--- src/rtl/systolic_input_sequencer.sv ---
// Front-end sequencer for an N_SIZE x N_SIZE output-stationary systolic array:
// captures A and B, feeds them diagonally skewed, then hands off to the output row counter.
module systolic_input_sequencer #(
    parameter int N_SIZE       = 5,
    parameter int DATAWIDTH    = 16,
    parameter int DRAIN_CYCLES = 1
) (
    input  logic                                 clk,
    input  logic                                 rst_n,
    input  logic                                 start,
    input  logic [N_SIZE*N_SIZE*DATAWIDTH-1:0]   matrix_a,
    input  logic [N_SIZE*N_SIZE*DATAWIDTH-1:0]   matrix_b,
    output logic [N_SIZE*DATAWIDTH-1:0]          a_left_out,
    output logic [N_SIZE*DATAWIDTH-1:0]          b_top_out,
    output logic                                 valid_in,
    output logic                                 valid_out_enable,
    output logic                                 busy,
    output logic                                 done
);

    localparam int MAT_W   = N_SIZE*N_SIZE*DATAWIDTH;
    localparam int LANE_W  = N_SIZE*DATAWIDTH;
    localparam int STEP_W  = $clog2(3*N_SIZE-1);
    localparam int DRAIN_W = $clog2(DRAIN_CYCLES+1);
    localparam int CNT_W   = (STEP_W > DRAIN_W) ? STEP_W : DRAIN_W;

    localparam logic [CNT_W-1:0] FEED_LAST  = CNT_W'(3*N_SIZE-3);
    localparam logic [CNT_W-1:0] DRAIN_LAST = CNT_W'(DRAIN_CYCLES-1);
    localparam logic [CNT_W-1:0] OUT_LAST   = CNT_W'(N_SIZE-1);
    localparam logic [CNT_W-1:0] N_CNT      = CNT_W'(N_SIZE);

    typedef enum logic [2:0] {IDLE, FEED, DRAIN, OUTPUT, DONE} state_t;

    state_t             state, state_nxt;
    logic [CNT_W-1:0]   step, step_nxt;
    logic [MAT_W-1:0]   a_cap, b_cap, a_cap_nxt, b_cap_nxt;
    logic [LANE_W-1:0]  a_lane_nxt, b_lane_nxt;
    logic               valid_in_nxt, valid_out_enable_nxt, busy_nxt, done_nxt;

    // Outputs are registered from the next-state values so they line up with the state they describe.
    always_ff @(posedge clk or negedge rst_n) begin
        if (!rst_n) begin
            state            <= IDLE;
            step             <= '0;
            a_cap            <= '0;
            b_cap            <= '0;
            a_left_out       <= '0;
            b_top_out        <= '0;
            valid_in         <= 1'b0;
            valid_out_enable <= 1'b0;
            busy             <= 1'b0;
            done             <= 1'b0;
        end else begin
            state            <= state_nxt;
            step             <= step_nxt;
            a_cap            <= a_cap_nxt;
            b_cap            <= b_cap_nxt;
            a_left_out       <= a_lane_nxt;
            b_top_out        <= b_lane_nxt;
            valid_in         <= valid_in_nxt;
            valid_out_enable <= valid_out_enable_nxt;
            busy             <= busy_nxt;
            done             <= done_nxt;
        end
    end

    always_comb begin
        state_nxt = state;
        step_nxt  = step;
        a_cap_nxt = a_cap;
        b_cap_nxt = b_cap;
        case (state)
            IDLE: begin
                if (start) begin
                    state_nxt = FEED;
                    step_nxt  = '0;
                    a_cap_nxt = matrix_a;
                    b_cap_nxt = matrix_b;
                end
            end
            FEED: begin
                if (step == FEED_LAST) begin
                    step_nxt  = '0;
                    state_nxt = (DRAIN_CYCLES > 0) ? DRAIN : OUTPUT;
                end else begin
                    step_nxt = step + 1'b1;
                end
            end
            DRAIN: begin
                if (step == DRAIN_LAST) begin
                    step_nxt  = '0;
                    state_nxt = OUTPUT;
                end else begin
                    step_nxt = step + 1'b1;
                end
            end
            OUTPUT: begin
                if (step == OUT_LAST) begin
                    step_nxt  = '0;
                    state_nxt = DONE;
                end else begin
                    step_nxt = step + 1'b1;
                end
            end
            DONE: begin
                step_nxt  = '0;
                state_nxt = IDLE;
            end
            default: begin
                step_nxt  = '0;
                state_nxt = IDLE;
            end
        endcase
    end

    // Lane i carries element t-i of its row/column; the subtraction is guarded so it never wraps.
    always_comb begin
        logic [CNT_W-1:0] k;
        k                    = '0;
        a_lane_nxt           = '0;
        b_lane_nxt           = '0;
        valid_in_nxt         = (state_nxt == FEED);
        valid_out_enable_nxt = (state_nxt == OUTPUT);
        busy_nxt             = (state_nxt == FEED) || (state_nxt == DRAIN) || (state_nxt == OUTPUT);
        done_nxt             = (state_nxt == DONE);
        if (state_nxt == FEED) begin
            for (int i = 0; i < N_SIZE; i++) begin
                if (step_nxt >= CNT_W'(i)) begin
                    k = step_nxt - CNT_W'(i);
                    if (k < N_CNT) begin
                        a_lane_nxt[i*DATAWIDTH +: DATAWIDTH] =
                            a_cap_nxt[(i*N_SIZE + int'(k))*DATAWIDTH +: DATAWIDTH];
                        b_lane_nxt[i*DATAWIDTH +: DATAWIDTH] =
                            b_cap_nxt[(int'(k)*N_SIZE + i)*DATAWIDTH +: DATAWIDTH];
                    end
                end
            end
        end
    end

endmodule

--- config.mk ---
export PLATFORM = sky130hd
export DESIGN_NAME = systolic_input_sequencer
export DESIGN_NICKNAME = d
export VERILOG_FILES = /design/src/rtl/systolic_input_sequencer.sv
export SDC_FILE = /design/constraint.sdc
export NUM_CORES = 2
export LEC_CHECK = 0
export ABC_AREA = 1
export CAP_MARGIN = 20
export CORE_AREA = 2 2 380 382
export DETAILED_ROUTE_END_ITERATION = 10
export DIE_AREA = 0 0 382 384
export PLACE_DENSITY_LB_ADDON = 0.3
export SETUP_SLACK_MARGIN = 0.4
export SLEW_MARGIN = 20
export SYNTH_ARGS = -nofsm -noshare
export SYNTH_HDL_FRONTEND = slang
export SYNTH_SLANG_ARGS = --single-unit
--- constraint.sdc ---
create_clock -name clk -period 3.7 [get_ports clk]
set_input_delay 0.555 -clock clk [delete_from_list [all_inputs] [get_ports clk]]
set_output_delay 0.555 -clock clk [all_outputs]
set_load 0.005 [all_outputs]
==> impl_results.md <==
- Critical path class: register to register
- DR vias: 43,920
- Worst Path Arrival: 3.68 ns
- Setup_tns: 0 ns
- Crit Path Max Fanout: 134
- Overall routing resource usage: 27.50%
- Placement Rows: 139
- CP max stage cell: buf_12
- Area growth syn-to-layout: 34.91%
- Fin crit share: 83.92%
- Largest net degree at the start of global routing: 135
- Num CTS Buffers: 110
- Max_slew headroom: 29.18%
- Antenna Nets Post-Route: 0
- RePlAce Congestion: 0.9315
- CTS root buffer: clkbuf_16
- Number of global-route vias before repair: 42,940
- Slew @ Worst Pin: 1.051 ns
- Floorplan core area: 142,800 sq um
- Clock Latency Late Sink: 0.74 ns
- Met3 routed WL: 15,810 um
- Maximum single-stage delay on the critical path: 0.43 ns
- Vias per inst: 4.857
- CP cell instances: inv_1 -> ha_1 -> nand3_1 -> nand2_1 -> nand3_2 -> nand2_1 -> nand2_4 -> buf_12 -> buf_6 -> nor2_1 -> o21ai_1 -> nor2_1
- Yosys warns: 0
- Final HPWL DP: 152,900 um
- Horiz. Die Dim: 382 um
- Share of layout cells above drive strength 1: 9.319%
- Post-route cell area: 63,340 sq um
- NumNets Final: 7,825
- Metal1 wirelength: 85,980 um
- Syn avg cell area: 7.642 sq um
- Synth cell types: 33
- Min-Delay Path Class: input pin to register
- DP Worst Slack: 0.2245 ns
- Final core occ: 44.36%
- DR top layer: met5
- CTS clk-pin slew, worst paths: 0.06 ns
- CTS Sinks: 971
- Die ar.: 146,700 sq um
- Power per standard cell area: 1076 nW/um^2
- Final setup vio count: 0
- CTS tree: built
- Commonest non-fill, non-tap cells in the layout: nand2_1 (1,846), dfrtp_1 (971), clkdlybuf4s50_1 (965)
- Initial antenna violation count: 97
- WL/cell: 22.74 um
- Skew final: 0.03556 ns
- H-tree Lvls: 3
- Placed Cells: 8,795
- DR pass1 iterations: 6
- Status: finished, final reports clean
- CP Data Required Time: 4.28 ns
- Max Buffers Root-to-Sink: 3
- Hold Violations, Final: 0
- Syn Nets: 6,961
- DP Area: 59,370 sq um
- Max_cap viols: 0
- WL met2: 94,800 um
- Fin crit period: 3.105 ns
- Setup slack after layout: 0.5948 ns
- Final Max Tran Viols: 0
- WHS: 0.3707 ns
- DRT Wirelength: 205,700 um
- Final non-filler cell total: 9,044
- Synth Cell Area: 46,950 sq um
- DIE HEIGHT: 384 um
- Starting Density: 32.88%
- Port bufs: 966
- Global route total overflow: 0
- RSZ-0062 raised after global routing: yes
- Count of state elements after synthesis: 971
- I/O pin cnt: 967
- # DRC: 0
- Seq/Total Area, Yosys: 51.75%
- Cell count after synthesis: 6,144
- Power, Total: 68.13 mW
- Most common cell after layout, fill and taps aside: nand2_1
- Initial DRC Count: 3,662
- Peak VDD IR: 0.001250 V
- Worst setup EP type: register
- F_max: 0.3220 GHz
- Static Leak: 31.06 nW
- First-pass GRT wire length: 296,300 um
- Startpoint Class: register
==> cell usage after synthesis <==
cell,number,area [sq um]
o21ai_1,40,200.2
buf_2,145,725.7
a211oi_2,1,12.51
nor2_1,199,747.0
a21boi_0,1,7.510
nor2_2,3,18.77
buf_1,45,168.9
nand4_1,34,212.7
a21oi_1,64,320.3
mux2i_1,11,110.1
inv_4,1,6.260
nor2_4,6,67.56
nand2_1,1849,6940
a211oi_1,1,7.510
ha_1,14,175.2
nand2_2,3,18.77
a21oi_2,1,8.760
or2_2,276,1727
o21ai_0,597,2988
o211ai_1,38,285.3
buf_4,12,90.09
a21oi_4,1,16.27
buf_6,3,33.78
dfrtp_1,971,24300
inv_1,942,3536
o21ai_2,2,17.52
nand3b_1,1,7.510
clkbuf_1,183,686.9
nand3_1,690,3453
or2_0,1,6.260
inv_2,5,18.77
nand3_2,2,20.02
xor2_1,2,17.52
==> layout make-up <==
class | instances | area (sq um)
Fill cell | 14260 | 79450
Sequential cell | 971 | 24300
Multi-Input combinational cell | 3837 | 17500
Timing Repair Buffer | 1140 | 11720
Inverter | 948 | 3578
Clock buffer | 158 | 3163
Tap cell | 1903 | 2381
Clock inverter | 39 | 574.3
Antenna cell | 48 | 120.1
==> state kept, by name, summed over array words and instances (netlist names) <==
register	cells
valid_out_enable	1
b_cap	400
busy	1
a_cap	400
b_top_out	80
done	1
a_left_out	80
step	4
valid_in	1
state	3
==> power by group <==
part,internal [mW],total (mW),switching (mW)
Combinational,13.1,40.1,26.9
Clock,6.66,11.4,4.76
Sequential,15.3,16.6,1.30
==> cell families after synthesis <==
family / share of synthesized area (%)
simple gates: 28.16
buf+inv: 11.22
flops: 51.75
compound gates: 8.229
fa+ha+maj: 0.3731
mux: 0.2345
xor+xnor: 0.03732
==> worst paths after layout <==
kind | from | to | slack (ns) | depth (start not counted)
max | step[0]$_DFF_PN0_ | a_left_out[3]$_DFF_PN0_ | 0.59 | 12
min reg2reg | b_cap[161]$_DFF_PN0_ | b_cap[161]$_DFF_PN0_ | 0.47 | 2
min | matrix_b[237] | b_cap[237]$_DFF_PN0_ | 0.37 | 3
max in group asynchronous | rst_n | b_cap[37]$_DFF_PN0_ | 2.05 | 4
max reg2reg | step[0]$_DFF_PN0_ | a_left_out[3]$_DFF_PN0_ | 0.59 | 12
min in group asynchronous | rst_n | b_cap[123]$_DFF_PN0_ | 0.50 | 2
==> critical path, delay by kind of cell (launching register included) <==
kind | cells | cell delay, ns
compound gates | 1 | 0.40
buf+inv | 3 | 0.90
simple gates | 7 | 0.85
fa+ha+maj | 1 | 0.23
flops | 1 | 0.39
==> layer usage <==
layer / global-route usage [%] / vias up
li1: - / 20650
met1: 35.57 / 21080
met2: 43.32 / 1726
met3: 6.730 / 405
met4: 12.87 / 66
met5: 0 / -
==> what timing repair did <==
item / in CTS / in global routing
hold buffers: 1 / 0
hold endpoints to repair: 62 / 0
gates resized for setup: 0 / 15
setup endpoints to repair: 0 / 63
buffers inserted: 0 / 3
(Power assumes the default switching activity.)
